===== src/rtl/btn_conditioner.sv =====
// btn_conditioner: synchronise, debounce and auto-repeat active-low pushbuttons.
// Each bit is conditioned independently. MENU sees a clean active-low level with
// a one-clk synthetic release on every auto-repeat, and a press strobe is exported.
module btn_conditioner #(
    parameter int unsigned N_BTN          = 4,
    parameter int unsigned DEBOUNCE_TICKS = 8,
    parameter int unsigned REPEAT_DELAY   = 64,
    parameter int unsigned REPEAT_RATE    = 16,
    parameter int unsigned CNT_W          = 8
) (
    input  logic             clk,
    input  logic             rst,
    input  logic             ce,
    input  logic [N_BTN-1:0] btn_n_raw,
    output logic [N_BTN-1:0] btn_n_out,
    output logic [N_BTN-1:0] press,
    output logic [N_BTN-1:0] held
);

    localparam logic [CNT_W-1:0] DB_LAST = CNT_W'(DEBOUNCE_TICKS - 1);
    localparam logic [CNT_W-1:0] RD_LAST = CNT_W'(REPEAT_DELAY - 1);
    localparam logic [CNT_W-1:0] RR_LAST = CNT_W'(REPEAT_RATE - 1);

    typedef enum logic [1:0] {
        IDLE   = 2'd0,
        DELAY  = 2'd1,
        REPEAT = 2'd2
    } state_e;

    logic [N_BTN-1:0] sync1_q, sync1_d;
    logic [N_BTN-1:0] sync2_q, sync2_d;

    // Two-flop synchroniser inputs, clocked every clk regardless of ce.
    always_comb begin
        sync1_d = btn_n_raw;
        sync2_d = sync1_q;
    end

    // Synchroniser flops; reset to the released level.
    always_ff @(posedge clk) begin
        if (rst) begin
            sync1_q <= '1;
            sync2_q <= '1;
        end else begin
            sync1_q <= sync1_d;
            sync2_q <= sync2_d;
        end
    end

    for (genvar i = 0; i < N_BTN; i++) begin : g_btn
        logic             pressed_sync;
        logic [CNT_W-1:0] db_cnt_q, db_cnt_d;
        logic             stable_q, stable_d;
        state_e           state_q, state_d;
        logic [CNT_W-1:0] rp_cnt_q, rp_cnt_d;
        logic             rpt_c;
        logic             press_q, press_d;
        logic             held_q, held_d;
        logic             out_n_q, out_n_d;

        assign pressed_sync = ~sync2_q[i];

        // Debouncer: accept a new level after DEBOUNCE_TICKS consecutive differing ce cycles.
        always_comb begin
            db_cnt_d = db_cnt_q;
            stable_d = stable_q;
            if (pressed_sync == stable_q) begin
                db_cnt_d = '0;
            end else if (ce) begin
                if (db_cnt_q == DB_LAST) begin
                    stable_d = ~stable_q;
                    db_cnt_d = '0;
                end else begin
                    db_cnt_d = db_cnt_q + CNT_W'(1);
                end
            end
        end

        // Repeat FSM next state; a release always beats a repeat due on the same edge.
        always_comb begin
            state_d  = state_q;
            rp_cnt_d = rp_cnt_q;
            press_d  = 1'b0;
            rpt_c    = 1'b0;
            unique case (state_q)
                IDLE: begin
                    rp_cnt_d = '0;
                    if (stable_q) begin
                        state_d = DELAY;
                        press_d = 1'b1;
                    end
                end
                DELAY: begin
                    if (!stable_q) begin
                        state_d  = IDLE;
                        rp_cnt_d = '0;
                    end else if (ce && (REPEAT_DELAY != 0)) begin
                        if (rp_cnt_q == RD_LAST) begin
                            state_d  = REPEAT;
                            rp_cnt_d = '0;
                            press_d  = 1'b1;
                            rpt_c    = 1'b1;
                        end else begin
                            rp_cnt_d = rp_cnt_q + CNT_W'(1);
                        end
                    end
                end
                REPEAT: begin
                    if (!stable_q) begin
                        state_d  = IDLE;
                        rp_cnt_d = '0;
                    end else if (ce) begin
                        if (rp_cnt_q == RR_LAST) begin
                            rp_cnt_d = '0;
                            press_d  = 1'b1;
                            rpt_c    = 1'b1;
                        end else begin
                            rp_cnt_d = rp_cnt_q + CNT_W'(1);
                        end
                    end
                end
                default: begin
                    state_d  = IDLE;
                    rp_cnt_d = '0;
                end
            endcase
            held_d  = (state_d != IDLE);
            out_n_d = ~held_d | rpt_c;
        end

        // Per-button state and registered outputs.
        always_ff @(posedge clk) begin
            if (rst) begin
                db_cnt_q <= '0;
                stable_q <= 1'b0;
                state_q  <= IDLE;
                rp_cnt_q <= '0;
                press_q  <= 1'b0;
                held_q   <= 1'b0;
                out_n_q  <= 1'b1;
            end else begin
                db_cnt_q <= db_cnt_d;
                stable_q <= stable_d;
                state_q  <= state_d;
                rp_cnt_q <= rp_cnt_d;
                press_q  <= press_d;
                held_q   <= held_d;
                out_n_q  <= out_n_d;
            end
        end

        assign btn_n_out[i] = out_n_q;
        assign press[i]     = press_q;
        assign held[i]      = held_q;
    end

endmodule


===== config.mk =====
export PLATFORM = sky130hd
export DESIGN_NAME = btn_conditioner
export DESIGN_NICKNAME = d
export VERILOG_FILES = /design/src/rtl/btn_conditioner.sv
export SDC_FILE = /design/constraint.sdc
export NUM_CORES = 1
export LEC_CHECK = 0
export BUFFER_PORTS_ARGS = -buffer_cell sky130_fd_sc_hd__buf_2
export CAP_MARGIN = 25
export CORE_MARGIN = 1
export CORE_UTILIZATION = 55
export CTS_BUF_LIST = sky130_fd_sc_hd__clkbuf_8
export DETAILED_ROUTE_END_ITERATION = 10
export GPL_ROUTABILITY_DRIVEN = 0
export PLACE_DENSITY = 0.75
export SLEW_MARGIN = 20
export SYNTH_ARGS = -nofsm -noshare
export SYNTH_HDL_FRONTEND = slang
export SYNTH_SLANG_ARGS = --single-unit

===== constraint.sdc =====
create_clock -name clk -period 2.1 [get_ports clk]
set_input_delay 0.315 -clock clk [delete_from_list [all_inputs] [get_ports clk]]
set_output_delay 0.315 -clock clk [all_outputs]
set_load 0.1 [all_outputs]

==> metrics, run 1 <==
hold-fix buffers at CTS 0; CP Capture Type flip-flop; Die X 97.3 um; critical path startpoint category flip-flop; EDFF count, synth 0; Power Density 567 nW/um^2; ant diodes 0; Mapped Avg Cell Area between 8 and 9 sq um; HPWL Detailed between 6 and 7 mm; Synth Area in Adders 6.01%; TritonRoute pass-1 iters 5; Final Non-Filler Cells roughly 710; worst rel slew slack roughly 63%; RSZ-0062 raised after global routing true; largest family of logic cells by synthesized area simple AND/OR/NAND/NOR gates; min cycle time layout 2.05 ns; leakage dissipation 1.90 nW; XOR/XNOR Fraction of Synth Area 5.61%; CP peak stage delay 0.36 ns; Final Skew around 0.011 ns; cell family with most CP delay compound AO/OA/AOI/OAI gates; die area 9470 sq um; Final setup viols 0; max-slew violation count 0; Synth Flop Type dfxtp_1; Cells after Synth 592; cell area after synthesis 5000 sq um; drt via density 5.77; DR DRC count 0; Crit Path Category reg2reg; Core ar. a little under 9000 sq um; synthesis-to-finish area growth 6.73%; Synth cell types 63; f_max 0.488 GHz; # IOs 19; CTS tree yes; Iter 0 DRT Violations about 150; TritonCTS Buffers 9; Crit-path slowest cell dfxtp_1; final routed wire length divided by cell count 13.5 um; sequential area share after synthesis 38.4%; clk buf depth 2; VDD IR max 0.395 mV; critical-path cell list inv_1 > ha_2 > or3_4 > a2111oi_4 > buf_4 > nor2_2 > a221o_1; flops & latches, synth 96; Clock H-tree levels 3; Max Cap Viol 0; synth warn 0; total grt overflow 0; run status finished clean; multiplexer share of the synthesized area 1.40%; Post-Route WL 9.61 mm; Crit path arrival time 2.29 ns; Root Buffer clkbuf_8; gr usage total 21.4%; worst hold slack 0.139 ns; clock sinks 96; HP Class in2reg; Rows 34; Synth Area in Simple Gates 27.2%; crit path max fanout 8; Initial Utilization 57.0%; worst-margin pin slew between 0.5 and 0.6 ns; vias in the first global route 3,854; Synth Area in Compound Gates 15.5%; ys async rst share 0%; WP buf/inv 2; first-pass GRT wire length 17.1 mm; Crit path required time 2.34 ns; die height 97.3 um; IO buf count 18; fraction of layout cells with a size suffix above 1 11.7%; Clk pin slew, worst setup/hold paths 0.09 ns; Final ANT Viol Nets 0; Vias 4,114; antenna violations before repair 0; worst skew pair latency 0.36 ns; Tcrit/Tclk final ~98%; largest net degree at the start of global routing 26; Nets 632; final hold vios 0; Inst Count DP 697; Mapped Nets 623
-- cells in the final DEF (no fill, tap or decap), types with 4 or more instances in the layout --
cell type and count:
buf_2 18, o22ai_1 7, dfxtp_1 94, a31oi_1 5
ha_1 22, nor3_1 22, nor2_1 61, a211o_1 7
nand3b_1 4, xnor2_1 20, inv_1 27, clkbuf_8 11
and3_1 9, buf_4 12, nand2_1 50, or2_2 13
or2_1 4, xor2_1 12, a41oi_1 4, a21oi_1 31
nand4b_1 7, and2_1 6, mux2i_1 7, nand4_1 15
nor2b_1 7, nand3_1 27, a2111o_1 5, or4_1 8
o211ai_1 7, nor4_1 5, o21ai_0 22
-- cells in the mapped netlist, drive strengths merged, types with 9 or more instances --
library cell | instances | area, sq um
a21oi | 31 | 155
and3 | 9 | 56.3
buf | 22 | 145
clkbuf | 11 | 41.3
dfxtp | 96 | 1920
ha | 24 | 300
inv | 28 | 105
nand2 | 50 | 188
nand3 | 27 | 135
nand4 | 15 | 93.8
nor2 | 62 | 235
nor3 | 22 | 110
o21ai | 24 | 120
or2 | 17 | 106
or4 | 9 | 68.8
xnor2 | 20 | 175
xor2 | 12 | 105
-- layout make-up --
type | instances | area [sq um]
Sequential cell | 96 | 1920
Fill cell | 777 | 3430
Clock buffer | 11 | 151
Clock inverter | 4 | 28.8
Inverter | 28 | 105
Tap cell | 108 | 135
Timing Repair Buffer | 31 | 200
Multi-Input combinational cell | 435 | 2790
-- where the power goes --
group          total (mW)  internal, mW  switching, mW  leakage, nW
sequential           1.83          1.83        0.00418        0.776
clock                1.11         0.491          0.623       0.0878
combinational      0.0815        0.0296         0.0518         1.04
-- state kept, by name, indices dropped and copies added (netlist names) --
register	flops
g_btn.db_cnt_q	32
sync2_q	4
g_btn.out_n_q	4
g_btn.held_q	4
g_btn.stable_q	4
sync1_q	4
g_btn.rp_cnt_q	32
g_btn.state_q	8
g_btn.press_q	4
-- kinds of logic (layout without fill, tap and decap cells) --
family	after synthesis	count (layout)
flip-flops	96	96
adder cells (fa/ha/maj)	24	24
XOR/XNOR	32	32
AND/OR/NAND/NOR	259	259
buffers and inverters	61	74
AO/OA/AOI/OAI	113	113
multiplexers	7	7
-- path summary, 6_finish.rpt --
check	from	to	slack [ns]	cells past startpoint
hold reg to reg	sync1_q[1]	sync2_q[1]	0.42	1
setup / recovery	g_btn[1].state_q[1]	g_btn[1].rp_cnt_q[3]	0.05	7
hold / removal	btn_n_raw[2]	sync1_q[2]	0.14	2
setup reg to reg	g_btn[1].state_q[1]	g_btn[1].rp_cnt_q[3]	0.05	7
-- layer usage --
layer,vias to the layer above,global-route usage (%),routed length (um)
met2,75,34.7,4470
met1,1910,28.9,4730
met3,9,3.09,287
met5,-,0,0
li1,2120,-,-
met4,0,8.71,129
-- stage by stage --
step / power, mW / cell area (sq um) / util [%] / TNS (ns) / worst slack, ns
after floorplan: 1.93 / 5000 / - / 0 / 0.202
after global placement: 1.95 / 5140 / 58.7 / 0 / 0.110
after global routing: 3.16 / 5340 / 60.9 / -0.0255 / -0.0141
after CTS: 3.06 / 5320 / 60.7 / 0 / 0.0124
after detailed placement: 1.96 / 5140 / 58.7 / 0 / 0.0303
final: 3.03 / 5340 / 60.9 / 0 / 0.0505
-- repair_timing --
item | CTS | global route
gates resized for setup | 1 | 4
pin swaps | 0 | 2
setup buffers | 0 | 1
endpoints found under the setup margin | 1 | 4
Note: power is estimated with default switching activity, not from simulation.
==> inputs of run 2 (changes only) <==
Settings changed: CORE_UTILIZATION 55 to 35, MAX_ROUTING_LAYER set to met4, PLACE_DENSITY 0.75 to 0.53.
==> metrics, run 2 (synthesis results as in run 1) <==
Final Skew 0.0107 ns (+0.000184 ns); endpoint with the worst hold slack sync1_q[3]; fraction of layout cells with a size suffix above 1 12.3% (+0.58 points); Final Non-Filler Cells 789 (+11%); Final setup viols 0 (unchanged); Power Density 581 nW/um^2 (+2.3%); DR DRC count 0 (unchanged); min cycle time layout 1.98 ns (-0.0709 ns); crit path max fanout 8 (unchanged); run status finished clean; Initial Utilization 36.0% (-21 points); multi-input logic area 2790 sq um (+0.13%); RR Endpoint g_btn[1].rp_cnt_q[3]; Crit path required time 2.37 ns (+0.03 ns); drt via density 5.30 (-8.2%); Crit Path Category reg2reg; worst rel slew slack 59.9% (-3.4 points); register-to-register setup slack 0.12 ns (+0.07 ns); Vias 4,179 (+1.6%); IO buf count 18 (unchanged); worst skew pair latency 0.37 ns (about the same); die height 122 um (+25%); Iter 0 DRT Violations 201 (+31%); final setup TNS 0 ns (unchanged); max-slew violation count 0 (unchanged); CP Capture Type flip-flop; ant diodes 0 (unchanged); Crit path arrival time 2.25 ns (-0.04 ns); Crit Reg-Reg Startpoint g_btn[1].state_q[1]; CP peak stage delay 0.36 ns (about the same); Sequential Area 1920 sq um (unchanged); gr usage total 15.7% (-5.8 points); Max Cap Viol 0 (unchanged); Clk pin slew, worst setup/hold paths 0.09 ns (about the same); final routed wire length divided by cell count 13.3 um (-1.5%); worst-margin pin slew 0.601 ns (+0.0546 ns); HP Class in2reg; vias in the first global route 3,916 (+1.6%); commonest non-fill, non-tap cell in the layout dfxtp_1; Final ANT Viol Nets 0 (unchanged); Post-Route WL 10.5 mm (+9.0%); critical-path cell list inv_1 > ha_2 > or3_4 > a2111oi_4 > buf_4 > nor2_2 > a221o_1; Fill cells 1,431 (+84%); CTS tree yes; clock sinks 96 (unchanged); Die X 122 um (+25%); Regs by FF count g_btn.db_cnt_q x32, g_btn.rp_cnt_q x32, g_btn.state_q x8; Tcrit/Tclk final 94.2% (-3.4 points); TritonRoute pass-1 iters 4 (-1); f_max 0.505 GHz (+3.6%); worst hold slack 0.123 ns (-0.0156 ns); worst hold path cell count 2 (unchanged); critical path startpoint category flip-flop; HPWL Detailed 7.43 mm (+7.2%); Crit-path slowest cell or3_4; final hold vios 0 (unchanged); clk buf depth 2 (unchanged); antenna violations before repair 0 (unchanged); dpl cell area 5260 sq um (+2.3%); Clock H-tree levels 3 (unchanged); Final Cell Area 5490 sq um (+2.8%); Inst Count DP 773 (+11%); Rows 43 (+26%); Root Buffer clkbuf_8; largest net degree at the start of global routing 25 (-3.8%); die area 14,800 sq um (+56%); Core ar. 13,900 sq um (+58%); TritonCTS Buffers 9 (unchanged); # IOs 19 (unchanged); commonest non-fill, non-tap cells in the layout dfxtp_1 (94), nor2_1 (61), nand2_1 (50), a21oi_1 (31), inv_1 (28); Tot Pwr 3.18 mW (+5.2%); leakage dissipation 1.94 nW (+2.1%); Hold Crit Start btn_n_raw[3]; first-pass GRT wire length 18.1 mm (+5.9%); VDD IR max 0.411 mV (+4.1%); synthesis-to-finish area growth 9.74%; Reg2Reg Depth 7 (unchanged); total grt overflow 0 (unchanged); hold-fix buffers at CTS 0 (unchanged); Nets 636 (+0.63%)
run 2: changes by cell type in the layout (fill, tap and decap cells not counted):
cell        previous run  this run
clkbuf_8              11        12
bufinv_16              0         1
inv_6                  1         0
o21ai_1                2         1
clkinv_2               1         0
inv_1                 27        28
buf_4                 12        16
o21ai_2                0         1
clkinvlp_4             2         1
run 2: through the flow:
stage          utilization [%]  setup slack (ns)
4_1_cts                   39.4            0.0348
2_1_floorplan                -             0.202
6_report                  39.5             0.121
5_1_grt                   39.5         -0.000212
3_5_place_dp              37.9            0.0390
3_3_place_gp              37.9            0.0873
run 2: layout make-up:
cell class	instances	area share, %
flip-flops and latches	96	35.1
clock buffers	12	3.01
clock inverters	3	0.753
inverters	28	1.92
well taps	180	4.11
multi-input cells	435	50.9
repair buffers	35	4.20
run 2: what timing repair did:
| item | 4_1_cts | 5_1_grt |
|---|---|---|
| gates resized for setup | 0 | 6 |
| hold endpoints to repair | 0 | 0 |
| setup buffers | 0 | 1 |
| setup endpoints to repair | 0 | 5 |
run 2: per-layer routing:
| metal | global-route usage, % | up-vias | part of all wire (%) |
|---|---|---|---|
| met5 | - | - | 0 |
| met4 | 4.32 | 0 | 1.2 |
| met3 | 4.09 | 11 | 3.4 |
| met2 | 25.3 | 65 | 47 |
| met1 | 19.2 | 1980 | 48 |
| li1 | - | 2123 | - |
run 2: worst max-delay path, delay by kind of cell (launching register included):
kind	cells	cell delay (ns)
buffers and inverters	2	0.26
adder cells (fa/ha/maj)	1	0.22
flip-flops	1	0.35
AND/OR/NAND/NOR	2	0.41
AO/OA/AOI/OAI	2	0.64
run 2: worst max path at each step:
stage | depth (start not counted) | end | start | slack, ns
finish | 7 | g_btn[1].rp_cnt_q[3] | g_btn[1].state_q[1] | 0.12
detailed placement | 6 | g_btn[1].rp_cnt_q[5] | g_btn[1].state_q[1] | 0.04
CTS | 6 | g_btn[1].rp_cnt_q[5] | g_btn[1].state_q[0] | 0.03
global placement | 6 | g_btn[1].rp_cnt_q[3] | g_btn[1].state_q[1] | 0.09
global route | 7 | g_btn[1].rp_cnt_q[6] | g_btn[1].state_q[0] | -0.0002
floorplan | 6 | g_btn[1].rp_cnt_q[3] | g_btn[1].state_q[1] | 0.20
run 2: power by group:
group          leakage (nW)  total [mW]  internal (mW)  switching [mW]
combinational          1.06      0.0853         0.0296          0.0557
sequential            0.776        1.83           1.83         0.00433
clock                 0.106        1.27          0.638           0.630
total                  1.94        3.18           2.49           0.690
